## src/rtl/cv32e40x_xif_offload_ctrl_if.sv

```systemverilog
// ----------------------------------------------------------------------------
// if_xif : eXtension interface bundle shared by the core-side offload
// controller and the coprocessor-side responders.
//
// Channels
//   issue  : issue_valid / issue_ready, issue_req {instr, rs[1:0], rs_valid, id},
//            issue_resp {accept, writeback}
//   commit : commit_valid, commit {id, kill}
//   result : result_valid / result_ready, result {id, data, rd, we, exc}
// ----------------------------------------------------------------------------
interface if_xif #(
    parameter int X_ID_WIDTH  = 4,
    parameter int X_RFR_WIDTH = 32,
    parameter int X_RFW_WIDTH = 32
);

    typedef struct packed {
        logic [31:0]                  instr;
        logic [1:0][X_RFR_WIDTH-1:0]  rs;
        logic [2:0]                   rs_valid;
        logic [X_ID_WIDTH-1:0]        id;
    } x_issue_req_t;

    typedef struct packed {
        logic accept;
        logic writeback;
    } x_issue_resp_t;

    typedef struct packed {
        logic [X_ID_WIDTH-1:0] id;
        logic                  kill;
    } x_commit_t;

    typedef struct packed {
        logic [X_ID_WIDTH-1:0]  id;
        logic [X_RFW_WIDTH-1:0] data;
        logic [4:0]             rd;
        logic                   we;
        logic                   exc;
    } x_result_t;

    logic          issue_valid;
    logic          issue_ready;
    x_issue_req_t  issue_req;
    x_issue_resp_t issue_resp;

    logic          commit_valid;
    x_commit_t     commit;

    logic          result_valid;
    logic          result_ready;
    x_result_t     result;

    modport cpu_issue     (output issue_valid, issue_req, input  issue_ready, issue_resp);
    modport cpu_commit    (output commit_valid, commit);
    modport cpu_result    (input  result_valid, result, output result_ready);

    modport coproc_issue  (input  issue_valid, issue_req, output issue_ready, issue_resp);
    modport coproc_commit (input  commit_valid, commit);
    modport coproc_result (output result_valid, result, input  result_ready);

endinterface

```

## src/rtl/cv32e40x_xif_offload_ctrl.sv

```systemverilog
// ----------------------------------------------------------------------------
// cv32e40x_xif_offload_ctrl : core-side XIF initiator.
//
// Offers execute-stage custom instructions on the issue channel, produces one
// commit per issued ID in the following cycle, tracks accepted writeback
// instructions in an in-order scoreboard and retires their results into a
// registered register-file write port.
//
// Ports
//   clk_i, rst_n          clock, asynchronous active-low reset
//   offload_valid_i       execute stage presents an instruction
//   offload_ready_o       issue handshake this cycle (instruction consumed)
//   offload_instr_i       instruction word
//   offload_rs1_i/rs2_i   operand values
//   flush_i               kills the instruction being committed
//   offload_illegal_o     handshake with accept = 0
//   busy_o                scoreboard non-empty or commit pending
//   rf_busy_i             core owns the RF write port this cycle
//   rf_we_o/waddr/wdata   registered RF write port
//   protocol_err_o        sticky result-protocol violation
//   xif_issue/commit/result  XIF channels (cpu side)
// ----------------------------------------------------------------------------
module cv32e40x_xif_offload_ctrl #(
    parameter int X_ID_WIDTH      = 4,
    parameter int X_RFR_WIDTH     = 32,
    parameter int X_RFW_WIDTH     = 32,
    parameter int MAX_OUTSTANDING = 2
) (
    input  logic                   clk_i,
    input  logic                   rst_n,
    input  logic                   offload_valid_i,
    output logic                   offload_ready_o,
    input  logic [31:0]            offload_instr_i,
    input  logic [X_RFR_WIDTH-1:0] offload_rs1_i,
    input  logic [X_RFR_WIDTH-1:0] offload_rs2_i,
    input  logic                   flush_i,
    output logic                   offload_illegal_o,
    output logic                   busy_o,
    input  logic                   rf_busy_i,
    output logic                   rf_we_o,
    output logic [4:0]             rf_waddr_o,
    output logic [X_RFW_WIDTH-1:0] rf_wdata_o,
    output logic                   protocol_err_o,
    if_xif.cpu_issue               xif_issue,
    if_xif.cpu_commit              xif_commit,
    if_xif.cpu_result              xif_result
);

    localparam int PTR_W = (MAX_OUTSTANDING > 1) ? $clog2(MAX_OUTSTANDING) : 1;
    localparam int DEPTH = 2 ** PTR_W;
    localparam int CNT_W = $clog2(MAX_OUTSTANDING + 1);
    localparam logic [CNT_W-1:0] MAX_CNT  = CNT_W'(MAX_OUTSTANDING);
    localparam logic [PTR_W-1:0] LAST_PTR = PTR_W'(MAX_OUTSTANDING - 1);

    function automatic logic [PTR_W-1:0] ptr_next(input logic [PTR_W-1:0] p);
        return (p == LAST_PTR) ? '0 : p + 1'b1;
    endfunction

    logic [X_ID_WIDTH-1:0] id_cnt;
    logic                  issue_hs;
    logic                  full;

    logic                  commit_vld_p1;
    logic                  commit_kill_p1;
    logic                  commit_wb_p1;
    logic [X_ID_WIDTH-1:0] commit_id_p1;
    logic [4:0]            commit_rd_p1;
    logic                  commit_kill;

    logic [X_ID_WIDTH-1:0] fifo_id [DEPTH];
    logic [4:0]            fifo_rd [DEPTH];
    logic [PTR_W-1:0]      wr_ptr;
    logic [PTR_W-1:0]      rd_ptr;
    logic [CNT_W-1:0]      count;

    logic                  push;
    logic                  res_hs;
    logic                  head_match;
    logic                  pop;

    // ---- stage p0: issue ----
    // A commit still in flight may push, so it reserves a slot; full can then
    // only rise on a handshake or a push, never while a request is waiting.
    assign full = (count == MAX_CNT) || (commit_vld_p1 && (count == MAX_CNT - 1'b1));

    assign xif_issue.issue_valid = offload_valid_i && !full;
    assign issue_hs              = xif_issue.issue_valid && xif_issue.issue_ready;
    assign offload_ready_o       = issue_hs;
    assign offload_illegal_o     = issue_hs && !xif_issue.issue_resp.accept;

    always_comb begin
        xif_issue.issue_req.instr    = offload_instr_i;
        xif_issue.issue_req.rs[0]    = offload_rs1_i;
        xif_issue.issue_req.rs[1]    = offload_rs2_i;
        xif_issue.issue_req.rs_valid = 3'b011;
        xif_issue.issue_req.id       = id_cnt;
    end

    // ---- stage p1: commit and scoreboard push ----
    // Flush is honoured both in the handshake cycle (captured) and live here.
    assign commit_kill             = commit_kill_p1 || flush_i;
    assign xif_commit.commit_valid = commit_vld_p1;

    always_comb begin
        xif_commit.commit.id   = commit_id_p1;
        xif_commit.commit.kill = commit_kill;
    end

    assign push = commit_vld_p1 && commit_wb_p1 && !commit_kill;

    // ---- result retire ----
    assign xif_result.result_ready = !rf_busy_i;
    assign res_hs     = xif_result.result_valid && xif_result.result_ready;
    assign head_match = (count != '0)
                     && (fifo_id[rd_ptr] == xif_result.result.id)
                     && (fifo_rd[rd_ptr] == xif_result.result.rd);
    assign pop        = res_hs && head_match;

    assign busy_o = (count != '0) || commit_vld_p1;

    always_ff @(posedge clk_i or negedge rst_n) begin
        if (!rst_n) begin
            id_cnt         <= '0;
            commit_vld_p1  <= 1'b0;
            commit_kill_p1 <= 1'b0;
            commit_wb_p1   <= 1'b0;
            wr_ptr         <= '0;
            rd_ptr         <= '0;
            count          <= '0;
            rf_we_o        <= 1'b0;
            protocol_err_o <= 1'b0;
        end else begin
            commit_vld_p1 <= issue_hs;
            if (issue_hs) begin
                id_cnt         <= id_cnt + 1'b1;
                commit_kill_p1 <= !xif_issue.issue_resp.accept || flush_i;
                commit_wb_p1   <= xif_issue.issue_resp.accept && xif_issue.issue_resp.writeback;
            end
            if (push) begin
                wr_ptr <= ptr_next(wr_ptr);
            end
            if (pop) begin
                rd_ptr <= ptr_next(rd_ptr);
            end
            case ({push, pop})
                2'b10:   count <= count + 1'b1;
                2'b01:   count <= count - 1'b1;
                default: count <= count;
            endcase
            // Exception results are popped but never written back.
            rf_we_o <= pop && xif_result.result.we && !xif_result.result.exc
                           && (xif_result.result.rd != 5'd0);
            if (res_hs && (!head_match || xif_result.result.exc)) begin
                protocol_err_o <= 1'b1;
            end
        end
    end

    always_ff @(posedge clk_i) begin
        if (issue_hs) begin
            commit_id_p1 <= id_cnt;
            commit_rd_p1 <= offload_instr_i[11:7];
        end
        if (push) begin
            fifo_id[wr_ptr] <= commit_id_p1;
            fifo_rd[wr_ptr] <= commit_rd_p1;
        end
        if (pop) begin
            rf_waddr_o <= xif_result.result.rd;
            rf_wdata_o <= xif_result.result.data;
        end
    end

endmodule
```

## src/flat_wrapper.sv

```systemverilog
// flat-port wrapper written by rule: the top's interface ports become plain ports
module cv32e40x_xif_offload_ctrl_flat 
#(
    parameter int X_ID_WIDTH      = 4,
    parameter int X_RFR_WIDTH     = 32,
    parameter int X_RFW_WIDTH     = 32,
    parameter int MAX_OUTSTANDING = 2
)
  (clk_i, rst_n, offload_valid_i, offload_ready_o, offload_instr_i, offload_rs1_i, offload_rs2_i, flush_i, offload_illegal_o, busy_o, rf_busy_i, rf_we_o, rf_waddr_o, rf_wdata_o, protocol_err_o, xif_issue_issue_valid, xif_issue_issue_req, xif_issue_issue_ready, xif_issue_issue_resp, xif_commit_commit_valid, xif_commit_commit, xif_result_result_valid, xif_result_result, xif_result_result_ready);
  if_xif #(.X_ID_WIDTH(X_ID_WIDTH), .X_RFR_WIDTH(X_RFR_WIDTH), .X_RFW_WIDTH(X_RFW_WIDTH)) xif_issue_i ();
  if_xif #(.X_ID_WIDTH(X_ID_WIDTH), .X_RFR_WIDTH(X_RFR_WIDTH), .X_RFW_WIDTH(X_RFW_WIDTH)) xif_commit_i ();
  if_xif #(.X_ID_WIDTH(X_ID_WIDTH), .X_RFR_WIDTH(X_RFR_WIDTH), .X_RFW_WIDTH(X_RFW_WIDTH)) xif_result_i ();
  input  logic clk_i;
  input  logic rst_n;
  input  logic offload_valid_i;
  output logic offload_ready_o;
  input  logic [31:0] offload_instr_i;
  input  logic [X_RFR_WIDTH-1:0] offload_rs1_i;
  input  logic [X_RFR_WIDTH-1:0] offload_rs2_i;
  input  logic flush_i;
  output logic offload_illegal_o;
  output logic busy_o;
  input  logic rf_busy_i;
  output logic rf_we_o;
  output logic [4:0] rf_waddr_o;
  output logic [X_RFW_WIDTH-1:0] rf_wdata_o;
  output logic protocol_err_o;
  output wire logic [$bits(xif_issue_i.issue_valid)-1:0] xif_issue_issue_valid;
  output wire logic [$bits(xif_issue_i.issue_req)-1:0] xif_issue_issue_req;
  input wire logic [$bits(xif_issue_i.issue_ready)-1:0] xif_issue_issue_ready;
  input wire logic [$bits(xif_issue_i.issue_resp)-1:0] xif_issue_issue_resp;
  output wire logic [$bits(xif_commit_i.commit_valid)-1:0] xif_commit_commit_valid;
  output wire logic [$bits(xif_commit_i.commit)-1:0] xif_commit_commit;
  input wire logic [$bits(xif_result_i.result_valid)-1:0] xif_result_result_valid;
  input wire logic [$bits(xif_result_i.result)-1:0] xif_result_result;
  output wire logic [$bits(xif_result_i.result_ready)-1:0] xif_result_result_ready;
  assign xif_issue_issue_valid = xif_issue_i.issue_valid;
  assign xif_issue_issue_req = xif_issue_i.issue_req;
  assign xif_issue_i.issue_ready = xif_issue_issue_ready;
  assign xif_issue_i.issue_resp = xif_issue_issue_resp;
  assign xif_commit_commit_valid = xif_commit_i.commit_valid;
  assign xif_commit_commit = xif_commit_i.commit;
  assign xif_result_i.result_valid = xif_result_result_valid;
  assign xif_result_i.result = xif_result_result;
  assign xif_result_result_ready = xif_result_i.result_ready;
  cv32e40x_xif_offload_ctrl #(.X_ID_WIDTH(X_ID_WIDTH), .X_RFR_WIDTH(X_RFR_WIDTH), .X_RFW_WIDTH(X_RFW_WIDTH), .MAX_OUTSTANDING(MAX_OUTSTANDING)) u_core (.clk_i(clk_i), .rst_n(rst_n), .offload_valid_i(offload_valid_i), .offload_ready_o(offload_ready_o), .offload_instr_i(offload_instr_i), .offload_rs1_i(offload_rs1_i), .offload_rs2_i(offload_rs2_i), .flush_i(flush_i), .offload_illegal_o(offload_illegal_o), .busy_o(busy_o), .rf_busy_i(rf_busy_i), .rf_we_o(rf_we_o), .rf_waddr_o(rf_waddr_o), .rf_wdata_o(rf_wdata_o), .protocol_err_o(protocol_err_o), .xif_issue(xif_issue_i), .xif_commit(xif_commit_i), .xif_result(xif_result_i));
endmodule
```

## config.mk

```make
export PLATFORM = sky130hd
export DESIGN_NAME = cv32e40x_xif_offload_ctrl_flat
export DESIGN_NICKNAME = d
export VERILOG_FILES = /design/src/rtl/cv32e40x_xif_offload_ctrl_if.sv /design/src/rtl/cv32e40x_xif_offload_ctrl.sv /design/src/flat_wrapper.sv
export SDC_FILE = /design/constraint.sdc
export NUM_CORES = 1
export LEC_CHECK = 0
export ABC_AREA = 1
export CAP_MARGIN = 20
export CORE_AREA = 2 2 117 119
export CTS_BUF_LIST = sky130_fd_sc_hd__clkbuf_4 sky130_fd_sc_hd__clkbuf_8
export DETAILED_ROUTE_END_ITERATION = 16
export DIE_AREA = 0 0 119 121
export PLACE_DENSITY_LB_ADDON = 0.15
export SYNTH_ARGS = -nofsm -noshare
export SYNTH_HDL_FRONTEND = slang
export SYNTH_SLANG_ARGS = --single-unit
```

## constraint.sdc

```tcl
create_clock -name clk_i -period 5.7 [get_ports clk_i]
set_input_delay 0.57 -clock clk_i [delete_from_list [all_inputs] [get_ports clk_i]]
set_output_delay 0.57 -clock clk_i [all_outputs]
set_load 0.02 [all_outputs]
```

==> flow_summary.ini <==
[setup_path]
reg2reg_to = u_core.rf_waddr_o[2]
path_cells = clkdlybuf4s50_1, nand2_1, nor2_1, nand2_1, inv_1, clkdlybuf4s50_1
start_kind = input pin
cpMaxStageDelayCell = clkdlybuf4s50_1
setup.worst_path.end_class = output port
cp_max_fo = 15
reg2regPathDepth = 11
critical_path_class = input pin to output port
max_stage_delay_ns = 0.70
worstPathArrival_ns = 2.52
reg2reg_slack_ns = 3.39
critPathRequiredTime_ns = 5.13
reg2reg_from = u_core.rd_ptr

[pwr]
comb_power_share_pct = 18.1
irDropWorstVdd_mv = 0.152
switching_share_pct = 25.6
p_leak_nw = 1.72
p_seq_share_pct = 51.6
power.switching_w = 0.000347
clkPwrFrac_pct = 30.2
p_int_w = 0.00101
power_density_nw_per_um2 = 304

[routing]
drtPass1Iterations = 4
vias = 2057
routed_wl_mm = 7.20
post-route-drc-count = 0
drt_iter0_drc = 107
avgRoutedWirePerCell_um = 13.9
drtAntennaViolNets = 0
drt-vias-per-instance = 3.96

[floorplan]
dieHeight_um = 121
coreArea_um2 = 13100
row_count = 42
ioPinCount = 301
die_w_um = 119
start_util_pct = 27.9
dieArea_um2 = 14400

[timing]
fin_crit_sh_pct = 54.3
skew_ns = 0.0108
setup_viol = 0
worst_slew_pin_slew_ns = 0.746
period_needed_ns = 3.09
fin_setup_tns_ns = 0
slew_violations = 0
hold_viol_final = 0
relSlewSlack_pct = 50.1
fmax_mhz = 323
grt_setup_unrepaired = false

[global_route]
grt_max_degree = 38
grt_antenna_before_repair = 0
grtUsageTotal_pct = 10.5
grt_first_pass_wirelength_mm = 11.3
grt_pass1_vias = 2061
overflow = 0

[yosys]
synth_compound_area_share_pct = 1.13
yosysTopAreaCellShare_pct = 52.7
syn_avg_cell_area_um2 = 11.7
ys_types = 22
synth.most_common_cell = buf_4
yosys.area_share.simple_pct = 10.1
synth_seq_cells = 77
synth_mux_area_share_pct = 0
synthArstFlopShare_pct = 16.9
yosys-top-cells-count = 100 x buf_4, 64 x edfxtp_1, 61 x nand2_1
synth_top_family_by_area = buffers and inverters
yosys.area_share.xor_xnor_pct = 1.44
yosysSeqAreaShare_pct = 61.6
ys_warn_count = 0
syn_area_um2 = 3650
synthCells = 312
ys_top_cells_by_area = edfxtp_1 53%, buf_4 21%, dfrtp_1 8.9%
synth_flop_cell = edfxtp_1
synth_fa_ha_area_share_pct = 1.72
synth_enable_flop_cells = 64
synth_area_leader_cell = edfxtp_1

[cells_and_area]
final_nets = 491
design_area_um2 = 4450
instances_no_fill = 519
num_antenna_cells = 0
syn2layout_area_growth_pct = 22.0
drive_gt1_share_pct = 6.12
fin_util_pct = 34.0

[min_path]
holdCritStartpoint = u_core.commit_rd_p1[4]
min_to = u_core.fifo_rd[0][4]
hold_depth = 0
hold_class = register to register

[run]
maxCapViolations = 0

[clocking]
clk_pin_slew_ns = 0.07
clock_path_buffers = 2
root_buffer = clkbuf_8
cts_tree = built
clock_sinks = 77
cts_hold_buf = 0
cts_resized = 0
post_cts_buffers = 0
h-tree-depth = 3
clkLatencyLatePin_ns = 0.35
cts_buffers = 9

[placement]
placed_cells = 503
place_congestion = 0.750
io_buffers = 115
dp_hpwl_mm = 5.40
postPlaceCellArea_um2 = 4260

[status]
status = complete, no violations
[area by class of cell]
type                            count  area [um2]
Clock buffer                       12         146
Clock inverter                      4        47.5
Fill cell                        1297        8640
Inverter                           25        93.8
Multi-Input combinational cell    109         536
Sequential cell                    77        2250
Tap cell                          176         220
Timing Repair Buffer              116        1160
[worst max path at each step]
stage / start / endpoint / cells after the start
6_report: offload_valid_i / offload_ready_o / 6
5_1_grt: u_core.count[1] / offload_ready_o / 8
4_1_cts: u_core.count[0] / offload_ready_o / 7
3_5_place_dp: offload_valid_i / offload_ready_o / 6
3_3_place_gp: offload_valid_i / offload_ready_o / 6
2_1_floorplan: u_core.rd_ptr / u_core.rf_waddr_o[0] / 10
[cells in the final DEF (no fill, tap or decap), drive strengths merged]
master         count
xnor2              4
nand2             61
buf                1
inv               27
xor2               2
conb               3
o21ai              4
o211ai             1
clkbuf            12
nand3b             2
nor2              11
edfxtp            64
dfrtp             13
nand4              2
nand3             12
bufinv             1
a21oi              1
clkinv             1
clkdlybuf4s50    115
ha                 5
o311ai             1
[state kept, by name (all words and copies together) (netlist names), 2 cells and up]
name	cells
u_core.fifo_id	8
u_core.rf_waddr_o	5
u_core.fifo_rd	10
u_core.id_cnt	4
u_core.commit_id_p1	4
u_core.commit_rd_p1	5
u_core.rf_wdata_o	32
u_core.count	2
[worst max-delay path: cells and delay by family]
family | cells | cell delay, ns
buf+inv | 3 | 1.60
simple gates | 3 | 0.34
[power by group through the flow]
stage                     logic, W  clock network, W  registers [W]
after floorplan           0.000197                 0       0.000727
after global placement    0.000249                 0       0.000712
after detailed placement  0.000249                 0       0.000712
after CTS                 0.000252          0.000430       0.000699
after global routing      0.000273          0.000454       0.000706
final                     0.000245          0.000409       0.000698
[through the flow]
stage	hold slack (ns)	total power (W)	setup WS, ns
4_1_cts	0.460	0.00138	2.54
5_1_grt	0.466	0.00143	2.35
3_3_place_gp	0.433	0.000961	2.60
2_1_floorplan	0.274	0.000925	3.46
6_report	0.458	0.00135	2.61
3_5_place_dp	0.441	0.000961	2.55
[routing by layer]
metal	vias to the layer above	global-route usage [%]	share of wire, %
li1	961	-	-
met1	930	12.9	44
met2	142	14.9	43
met3	24	5.03	9.7
met4	0	6.10	3.2
met5	-	0	0
[kinds of logic after synthesis]
kind of cell	count (synthesis)
adder cells (fa/ha/maj)	5
other	2
XOR/XNOR	6
flip-flops	77
buffers and inverters	127
AND/OR/NAND/NOR	88
AO/OA/AOI/OAI	7
Note: power is estimated with default switching activity, not from simulation.
